`config.mk`:
```
export PLATFORM = sky130hd
export DESIGN_NAME = kbd_ascii_fifo_flat
export DESIGN_NICKNAME = d
export VERILOG_FILES = /design/src/rtl/kbd_ascii_fifo_if.sv /design/src/rtl/kbd_ascii_fifo.sv /design/src/flat_wrapper.sv
export SDC_FILE = /design/constraint.sdc
export NUM_CORES = 1
export LEC_CHECK = 0
export BUFFER_PORTS_ARGS = -buffer_cell sky130_fd_sc_hd__buf_2
export CAP_MARGIN = 30
export CORE_MARGIN = 8
export CORE_UTILIZATION = 38
export DETAILED_ROUTE_END_ITERATION = 12
export SLEW_MARGIN = 40
export SYNTH_ARGS = -nofsm -noshare
export SYNTH_HDL_FRONTEND = slang
export SYNTH_SLANG_ARGS = --single-unit
```
`constraint.sdc`:
```
create_clock -name CLK -period 7.8 [get_ports CLK]
set_input_delay 2.34 -clock CLK [delete_from_list [all_inputs] [get_ports CLK]]
set_output_delay 2.34 -clock CLK [all_outputs]
set_load 0.02 [all_outputs]
```
`src/rtl/kbd_ascii_fifo_if.sv`:
```
// Bus between the PS/2 driver / MCU side and the scancode-to-ASCII FIFO.
// The master side drives scancodes and pop requests; the slave side is the translator.
interface kbd_ascii_fifo_if #(
  parameter int DEPTH = 8
);
  logic                     CODE_VALID;
  logic [7:0]               SCANCODE;
  logic                     RD_EN;
  logic                     OVF_CLR;
  logic [7:0]               DATA_OUT;
  logic                     EMPTY;
  logic                     FULL;
  logic [$clog2(DEPTH):0]   COUNT;
  logic                     IRQ;
  logic                     OVF;
  logic                     CAPS_LED;

  modport master (
    output CODE_VALID, SCANCODE, RD_EN, OVF_CLR,
    input  DATA_OUT, EMPTY, FULL, COUNT, IRQ, OVF, CAPS_LED
  );

  modport slave (
    input  CODE_VALID, SCANCODE, RD_EN, OVF_CLR,
    output DATA_OUT, EMPTY, FULL, COUNT, IRQ, OVF, CAPS_LED
  );
endinterface

```
`src/rtl/kbd_ascii_fifo.sv`:
```
// PS/2 scancode decoder (shift / caps / break / extended prefixes) feeding an
// ASCII character FIFO read by the MCU through a pop handshake.
module kbd_ascii_fifo #(
  parameter int DEPTH = 8
) (
  input  logic           CLK,
  input  logic           reset,
  kbd_ascii_fifo_if.slave bus
);
  localparam int AW = $clog2(DEPTH);
  localparam int CW = AW + 1;

  typedef enum logic [1:0] {S_IDLE, S_BREAK, S_EXT, S_EXT_BREAK} state_t;

  state_t          r_state, w_state_nxt;
  logic            r_cv_q;
  logic            r_shift_l, r_shift_r, r_caps;
  logic            w_shift_l_nxt, w_shift_r_nxt, w_caps_nxt;
  logic            w_event, w_push, w_do_push, w_do_pop, w_ovf_set, w_full;
  logic [9:0]      w_lut;
  logic [7:0]      w_char;
  logic [7:0]      r_mem [DEPTH];
  logic [AW-1:0]   r_wr_ptr, r_rd_ptr;
  logic [CW-1:0]   r_count;
  logic            r_ovf;

  // {mapped, is_letter, lowercase/plain character}
  function automatic logic [9:0] f_lookup(input logic [7:0] code);
    case (code)
      8'h1C: f_lookup = {2'b11, 8'h61};  8'h32: f_lookup = {2'b11, 8'h62};
      8'h21: f_lookup = {2'b11, 8'h63};  8'h23: f_lookup = {2'b11, 8'h64};
      8'h24: f_lookup = {2'b11, 8'h65};  8'h2B: f_lookup = {2'b11, 8'h66};
      8'h34: f_lookup = {2'b11, 8'h67};  8'h33: f_lookup = {2'b11, 8'h68};
      8'h43: f_lookup = {2'b11, 8'h69};  8'h3B: f_lookup = {2'b11, 8'h6A};
      8'h42: f_lookup = {2'b11, 8'h6B};  8'h4B: f_lookup = {2'b11, 8'h6C};
      8'h3A: f_lookup = {2'b11, 8'h6D};  8'h31: f_lookup = {2'b11, 8'h6E};
      8'h44: f_lookup = {2'b11, 8'h6F};  8'h4D: f_lookup = {2'b11, 8'h70};
      8'h15: f_lookup = {2'b11, 8'h71};  8'h2D: f_lookup = {2'b11, 8'h72};
      8'h1B: f_lookup = {2'b11, 8'h73};  8'h2C: f_lookup = {2'b11, 8'h74};
      8'h3C: f_lookup = {2'b11, 8'h75};  8'h2A: f_lookup = {2'b11, 8'h76};
      8'h1D: f_lookup = {2'b11, 8'h77};  8'h22: f_lookup = {2'b11, 8'h78};
      8'h35: f_lookup = {2'b11, 8'h79};  8'h1A: f_lookup = {2'b11, 8'h7A};
      8'h45: f_lookup = {2'b10, 8'h30};  8'h16: f_lookup = {2'b10, 8'h31};
      8'h1E: f_lookup = {2'b10, 8'h32};  8'h26: f_lookup = {2'b10, 8'h33};
      8'h25: f_lookup = {2'b10, 8'h34};  8'h2E: f_lookup = {2'b10, 8'h35};
      8'h36: f_lookup = {2'b10, 8'h36};  8'h3D: f_lookup = {2'b10, 8'h37};
      8'h3E: f_lookup = {2'b10, 8'h38};  8'h46: f_lookup = {2'b10, 8'h39};
      8'h29: f_lookup = {2'b10, 8'h20};  8'h5A: f_lookup = {2'b10, 8'h0D};
      8'h66: f_lookup = {2'b10, 8'h08};
      default: f_lookup = '0;
    endcase
  endfunction

  assign w_event = bus.CODE_VALID & ~r_cv_q;
  assign w_lut   = f_lookup(bus.SCANCODE);
  assign w_char  = (w_lut[8] & ((r_shift_l | r_shift_r) ^ r_caps)) ? (w_lut[7:0] - 8'h20)
                                                                    : w_lut[7:0];

  always_comb begin
    w_state_nxt   = r_state;
    w_shift_l_nxt = r_shift_l;
    w_shift_r_nxt = r_shift_r;
    w_caps_nxt    = r_caps;
    w_push        = 1'b0;
    if (w_event) begin
      case (r_state)
        S_IDLE: begin
          case (bus.SCANCODE)
            8'hF0:   w_state_nxt   = S_BREAK;
            8'hE0:   w_state_nxt   = S_EXT;
            8'h12:   w_shift_l_nxt = 1'b1;
            8'h59:   w_shift_r_nxt = 1'b1;
            8'h58:   w_caps_nxt    = ~r_caps;
            default: w_push        = w_lut[9];
          endcase
        end
        S_BREAK: begin
          if (bus.SCANCODE == 8'h12) w_shift_l_nxt = 1'b0;
          if (bus.SCANCODE == 8'h59) w_shift_r_nxt = 1'b0;
          w_state_nxt = S_IDLE;
        end
        S_EXT:   w_state_nxt = (bus.SCANCODE == 8'hF0) ? S_EXT_BREAK : S_IDLE;
        default: w_state_nxt = S_IDLE;
      endcase
    end
  end

  always_ff @(posedge CLK or posedge reset) begin
    if (reset) begin
      r_state   <= S_IDLE;
      r_cv_q    <= 1'b0;
      r_shift_l <= 1'b0;
      r_shift_r <= 1'b0;
      r_caps    <= 1'b0;
    end else begin
      r_state   <= w_state_nxt;
      r_cv_q    <= bus.CODE_VALID;
      r_shift_l <= w_shift_l_nxt;
      r_shift_r <= w_shift_r_nxt;
      r_caps    <= w_caps_nxt;
    end
  end

  // A pop frees a slot in the same cycle, so a push into a full FIFO still lands.
  assign w_full    = (r_count == CW'(DEPTH));
  assign w_do_pop  = bus.RD_EN & (r_count != '0);
  assign w_do_push = w_push & (~w_full | w_do_pop);
  assign w_ovf_set = w_push & w_full & ~w_do_pop;

  always_ff @(posedge CLK) begin
    if (w_do_push) r_mem[r_wr_ptr] <= w_char;
  end

  always_ff @(posedge CLK or posedge reset) begin
    if (reset) begin
      r_wr_ptr <= '0;
      r_rd_ptr <= '0;
      r_count  <= '0;
      r_ovf    <= 1'b0;
    end else begin
      if (w_do_push) r_wr_ptr <= r_wr_ptr + AW'(1);
      if (w_do_pop)  r_rd_ptr <= r_rd_ptr + AW'(1);
      r_count <= r_count + CW'(w_do_push) - CW'(w_do_pop);
      if (w_ovf_set)        r_ovf <= 1'b1;
      else if (bus.OVF_CLR) r_ovf <= 1'b0;
    end
  end

  assign bus.DATA_OUT = (r_count == '0) ? 8'h00 : r_mem[r_rd_ptr];
  assign bus.EMPTY    = (r_count == '0);
  assign bus.FULL     = w_full;
  assign bus.COUNT    = r_count;
  assign bus.IRQ      = (r_count != '0);
  assign bus.OVF      = r_ovf;
  assign bus.CAPS_LED = r_caps;
endmodule

```
`src/flat_wrapper.sv`:
```
// flat-port wrapper written by rule: the top's interface ports become plain ports
module kbd_ascii_fifo_flat 
#(
  parameter int DEPTH = 8
)
  (CLK, reset, bus_CODE_VALID, bus_SCANCODE, bus_RD_EN, bus_OVF_CLR, bus_DATA_OUT, bus_EMPTY, bus_FULL, bus_COUNT, bus_IRQ, bus_OVF, bus_CAPS_LED);
  kbd_ascii_fifo_if #(.DEPTH(DEPTH)) bus_i ();
  input  logic CLK;
  input  logic reset;
  input wire logic [$bits(bus_i.CODE_VALID)-1:0] bus_CODE_VALID;
  input wire logic [$bits(bus_i.SCANCODE)-1:0] bus_SCANCODE;
  input wire logic [$bits(bus_i.RD_EN)-1:0] bus_RD_EN;
  input wire logic [$bits(bus_i.OVF_CLR)-1:0] bus_OVF_CLR;
  output wire logic [$bits(bus_i.DATA_OUT)-1:0] bus_DATA_OUT;
  output wire logic [$bits(bus_i.EMPTY)-1:0] bus_EMPTY;
  output wire logic [$bits(bus_i.FULL)-1:0] bus_FULL;
  output wire logic [$bits(bus_i.COUNT)-1:0] bus_COUNT;
  output wire logic [$bits(bus_i.IRQ)-1:0] bus_IRQ;
  output wire logic [$bits(bus_i.OVF)-1:0] bus_OVF;
  output wire logic [$bits(bus_i.CAPS_LED)-1:0] bus_CAPS_LED;
  assign bus_i.CODE_VALID = bus_CODE_VALID;
  assign bus_i.SCANCODE = bus_SCANCODE;
  assign bus_i.RD_EN = bus_RD_EN;
  assign bus_i.OVF_CLR = bus_OVF_CLR;
  assign bus_DATA_OUT = bus_i.DATA_OUT;
  assign bus_EMPTY = bus_i.EMPTY;
  assign bus_FULL = bus_i.FULL;
  assign bus_COUNT = bus_i.COUNT;
  assign bus_IRQ = bus_i.IRQ;
  assign bus_OVF = bus_i.OVF;
  assign bus_CAPS_LED = bus_i.CAPS_LED;
  kbd_ascii_fifo #(.DEPTH(DEPTH)) u_core (.CLK(CLK), .reset(reset), .bus(bus_i));
endmodule
```
; Word-level counts from Yosys, hierarchy flattened
; Memory sizes are Yosys's and may differ from the RTL's.
; Index checks and enable logic that the tools add are counted.
[word_totals]
regBits = 17
mem_bits_rw = 64
mem_bits_ro = 1152
input_bits = 13
output_inout_bits = 17
word_cells = 71
n_memories = 2
[mem_list]
columns = memory, words, word_bits, rd, rd_ports_with_merged_regs, wr, line_no
row1 = (no name shown), 128, 9, 1, 0, 0, kbd_ascii_fifo.sv:29  ; case (code)
row2 = u_core.r_mem, 8, 8, 1, 0, 1, kbd_ascii_fifo.sv:22  ; logic [7:0] r_mem [DEPTH];
[op_classes]
n_addsub = 5
n_eq_ne = 13
mux = 19
n_bitwise = 13
n_reduce_logical = 10
[op_table]
columns = op, n
row1 = == test 8 x 7 -> 1 bit (second input constant), 2
row2 = == test 8 bit (second input constant), 2
row3 = two-way mux 8 bit, 2
row4 = two-way mux 1 bit, 11
row5 = two-way mux 10 bit, 1
row6 = == test 8 x 5 -> 1 bit (second input constant), 1
row7 = inequality test 2 x 1 -> 1 bit (second input constant), 4
row8 = case mux 2 bit (2 select lines), 2
row9 = AND reduction 4 bit, 2
row10 = subtractor 8 x 6 -> 8 bit (second input constant), 1
row11 = adder 3 x 1 -> 3 bit (second input constant), 2
row12 = bitwise AND 1 bit, 6
row13 = OR reduction 5 bit, 1
row14 = adder 4 x 1 -> 4 bit, 1
row15 = == test 4 bit (second input constant), 1
row16 = logical NOT 4 bit, 1
row17 = NOT 1 bit, 4
row18 = case mux 1 bit (2 select lines), 2
row19 = nonzero test 2 bit, 2
row20 = nonzero test 4 bit, 1
row21 = subtractor 4 x 1 -> 4 bit, 1
row22 = inequality test 3 x 2 -> 1 bit (second input constant), 1
row23 = AND reduction 3 bit, 1
row24 = == test 2 x 1 -> 1 bit (second input constant), 1
row25 = 6 further kinds, 7

; Longest topological paths before layout
[depth]
depth_word = 8
mapped_depth = 14
depth_no_buf = 11

; Worst setup path after synthesis
; OpenSTA, ideal clock, no wires.
[synth_timing]
path_kind = in2reg
from = input port bus_SCANCODE[1]
to = memory u_core.r_mem[0][0] (enable)
setup_ns = 0.395
arrival_time_ns = 4.545
t_required_ns = 7.405
slack_ns = 2.860
path_stages = 9
path_buffers = 2
cell_sequence = buf_2 > inv_1 > ha_1 > nand2b_1 > and3_1 > o221ai_2 > nand4_2 > buf_6 > nor4_1
[synth_between]
elab_chain_cells = 8
elab_cells_between_ends = 14
classes_between = 5 x eq/ne / 6 x mux / 1 x bitwise / 1 x reduce/logical / 1 x memory
[synth_lines]
columns = element, line_no
row1 = from (decl), flat_wrapper.sv:11  ; input wire logic [$bits(bus_i.SCANCODE)-1:0] bus_SCANCODE;
row2 = memory read (128 x 9 bit) (tied with other cells), n/a
row3 = two-way mux 10 bit or OR reduction 5 bit (tied branches), n/a
row4 = two-way mux 1 bit (*), kbd_ascii_fifo.sv:68  ; case (bus.SCANCODE)
row5 = two-way mux 1 bit (*), kbd_ascii_fifo.sv:66  ; case (r_state)
row6 = two-way mux 1 bit (*), kbd_ascii_fifo.sv:65  ; if (w_event) begin
row7 = bitwise AND 1 bit (*), kbd_ascii_fifo.sv:107  ; assign w_do_push = w_push & (~w_full | w_do_pop);
row8 = two-way mux 1 bit (*), kbd_ascii_fifo.sv:111  ; if (w_do_push) r_mem[r_wr_ptr] <= w_char;
row9 = two-way mux 1 bit (implied by the code) (*), kbd_ascii_fifo.sv:111
row10 = to (decl), kbd_ascii_fifo.sv:22
; Every way passes the cells marked *; elsewhere a longest branch is shown, timed or not.

; Final worst setup path
[layout_timing]
from = input port bus_SCANCODE[0]
to = memory u_core.r_mem[6][6] (enable)
; The elaborated chain is that of the path after synthesis.

==> flow_metrics.env <==
export IMPL_yosys_most_used_dff="edfxtp_1"
export IMPL_clock_sinks=81
export IMPL_vdd_ir_drop_max_mv=0.161
export IMPL_dieWidth_um=124
export IMPL_antennaDiodeCount=0
export IMPL_worst_setup_path_end_kind="flop"
export IMPL_cts_tree="yes"
export IMPL_grt_overflow_total=0
export IMPL_grt_util_all_layers_pct=11.8
export IMPL_synth_edf_count=64
export IMPL_hp_start="u_core.bus.CAPS_LED$_DFFE_PP0P_"
export IMPL_core_sq_um=11400
export IMPL_dr_first_iter_drc_count=164
export IMPL_total_power_uw=1400
export IMPL_tns_ps=0
export IMPL_first_pass_iters=4
export IMPL_skew_ps=5.91
export IMPL_syn2layout_area_growth_pct=11.4
export IMPL_reg2reg_slack_ps=5040
export IMPL_whs_ps=508
export IMPL_slowest_stage="nor4b_4"
export IMPL_via_count=2799
export IMPL_critical_path_arrival_ps=4960
export IMPL_drive_gt1_share_pct=21.4
export IMPL_post_cts_buffers=0
export IMPL_hold_path_depth=1
export IMPL_p_per_area_nw_per_um2=283
export IMPL_pwr_share_clk_pct=26.0
export IMPL_intPower_uw=928
export IMPL_dpl_hpwl_um=6500
export IMPL_synth_avg_cell_area_sq_um=12.8
export IMPL_chipHeight_um=124
export IMPL_fin_crit_sh_pct=64.2
export IMPL_fin_crit_ps=5000
export IMPL_slew_violations=0
export IMPL_grt_pass1_vias=2845
export IMPL_clock_latency_ps=320
export IMPL_wl_per_cell_um=17.6
export IMPL_cap_violations=0
export IMPL_routed_via_density=5.41
export IMPL_ant_nets=0
export IMPL_dieArea_sq_um=15400
export IMPL_cts_hold_repair_buffers=0
export IMPL_setup_violations_final=0
export IMPL_synth_area_leaders="edfxtp_1, dfrtp_1, mux4_2"
export IMPL_placed_area_sq_um=4690
export IMPL_layout_cells_most_common_list="edfxtp_1, buf_2, inv_1, nor2_1, nand2_1"
export IMPL_fmax_mhz=200
export IMPL_cts_htree_levels=3
export IMPL_gp_congestion=0.918
export IMPL_placementRows=39
export IMPL_tightest_slew_ps=781
export IMPL_start_util_pct=39.0
export IMPL_path_common_cell="nor4b_4"
export IMPL_cts_resized=0
export IMPL_synth_ff_latch_count=81
export IMPL_whs_endpoint="u_core.bus.CAPS_LED$_DFFE_PP0P_"
export IMPL_clk_pin_slew_worst_paths_ps=60
export IMPL_hold_path_class="reg -> reg"
export IMPL_antenna_found_initial=0
export IMPL_cp_start_kind="primary input"
export IMPL_cpPeakStageDelay_ps=740
export IMPL_grt_pass1_wl_um=15100
export IMPL_critical_path_class="in -> reg"
export IMPL_post_route_cell_area_sq_um=4960
export IMPL_synth_cell_types=59
export IMPL_pre_cts_slack_ps=2340
export IMPL_ys_warn_count=0
export IMPL_nets=399
export IMPL_status="finished clean"
export IMPL_synth_top_area_share_pct=43.2
export IMPL_grt_max_degree=38
export IMPL_wl_um=9080
export IMPL_p_comb_share_pct=31.2
export IMPL_drc=0
export IMPL_p_leak_uw=0.00187
export IMPL_max_slew_margin_pct=47.9
export IMPL_syn_cell_area_sq_um=4450
export IMPL_rr_endpoint="u_core.r_mem[6][6]$_DFFE_PP_"
export IMPL_numCtsBuffers=9
export IMPL_setup_ws_ps=2800
export IMPL_portBuffers=29
export IMPL_r2r_start="u_core.r_state[0]$_DFFE_PP0P_"
export IMPL_cp_cell_sequence="buf_2, inv_1, ha_1, nor3b_1, and2_1, nor4b_4, nand4_2, nor4b_4"
export IMPL_cts_root_buf="clkbuf_16"
export IMPL_crit_path_max_fanout=12
export IMPL_cts_max_path_buffers=2
export IMPL_required_ps=7750
export IMPL_swShare_pct=33.8
export IMPL_rr_worst_depth=4
export IMPL_num_io_pins=30
export IMPL_hold_violations=0
export IMPL_seq_power_share_pct=42.8
export IMPL_layout_commonest_cell="edfxtp_1"
export IMPL_synthCells=349
export IMPL_seq_area_frac_synth_pct=52.7
export IMPL_rsz0062_at_grt="no"
export IMPL_synth_area_leader_cell="edfxtp_1"
export IMPL_netSwitchingPower_uw=474
export IMPL_synth_fp_nets=379
export IMPL_async_flop_share_pct=21.0
## power groups by stage
stage / combinational (uW) / sequential [uW] / clock [uW]
final: 438 / 599 / 365
after global routing: 486 / 610 / 391
after CTS: 443 / 601 / 375
after detailed placement: 441 / 610 / 0
after global placement: 430 / 607 / 0
after floorplan: 375 / 552 / 0
## worst max-delay path, delay by kind of cell
kind / cells / cell delay (ps)
buf+inv: 2 / 270
fa+ha+maj: 1 / 360
simple gates: 5 / 1970
## worst max path at each step
stage	from	endpoint
2_1_floorplan	bus_SCANCODE[1]	u_core.r_mem[0][0]$_DFFE_PP_
3_3_place_gp	bus_SCANCODE[0]	u_core.r_mem[7][0]$_DFFE_PP_
3_5_place_dp	bus_SCANCODE[0]	u_core.r_mem[1][3]$_DFFE_PP_
4_1_cts	bus_SCANCODE[0]	u_core.r_mem[1][7]$_DFFE_PP_
5_1_grt	bus_SCANCODE[0]	u_core.r_mem[6][6]$_DFFE_PP_
6_report	bus_SCANCODE[0]	u_core.r_mem[6][6]$_DFFE_PP_
## cell usage after synthesis, types with 3 or more instances
cell type / instances
clkbuf_1: 6
nor4b_4: 4
nor3b_1: 3
mux4_2: 17
a21oi_1: 16
buf_2: 11
inv_1: 24
and3_1: 3
mux2i_1: 14
a311oi_1: 4
xnor2_1: 5
nand2b_1: 8
dfrtp_1: 17
nand2_1: 19
o211ai_1: 5
o31ai_1: 3
nand3_1: 4
xor2_1: 4
edfxtp_1: 64
nor2_1: 24
nor2b_1: 6
and2_1: 5
a31oi_1: 3
nor3_1: 8
o21ai_0: 11
ha_1: 16
## kinds of logic (layout without fill, tap and decap cells)
logic type / count (synthesis) / after routing / share of synthesized area, %
XOR/XNOR: 9 / 9 / 1.77
adder cells (fa/ha/maj): 17 / 17 / 4.95
AND/OR/NAND/NOR: 99 / 99 / 14.0
multiplexers: 33 / 33 / 12.3
AO/OA/AOI/OAI: 61 / 61 / 9.36
flip-flops: 81 / 81 / 52.7
buffers and inverters: 49 / 74 / 4.95
## layer usage
layer	wire, um	up-vias	track usage (%)
li1	-	1356	-
met1	4250	1382	15.4
met2	4490	57	19.3
met3	281	4	1.91
met4	58	0	4.46
met5	0	-	0
## through the flow
stage          std cells  utilization (%)
2_1_floorplan        349                -
3_3_place_gp         500             40.9
3_5_place_dp         501             41.0
4_1_cts              517             43.4
5_1_grt              517             43.4
6_report             517             43.4
## area by class of cell
cell class	count	area (sq um)
Fill cell	1064	6460
Sequential cell	81	2350
Multi-Input combinational cell	219	1910
Clock buffer	10	229
Tap cell	143	179
Timing Repair Buffer	32	164
Inverter	26	97.6
Clock inverter	6	35.0
## registers in the layout, indices dropped and copies added, names as in the netlist
name                 count
u_core.r_wr_ptr          3
u_core.r_mem            64
u_core.r_cv_q            1
u_core.r_state           2
u_core.r_rd_ptr          3
u_core.bus.COUNT         4
u_core.r_shift_l         1
u_core.r_shift_r         1
u_core.bus.OVF           1
u_core.bus.CAPS_LED      1
(Power assumes the default switching activity.)
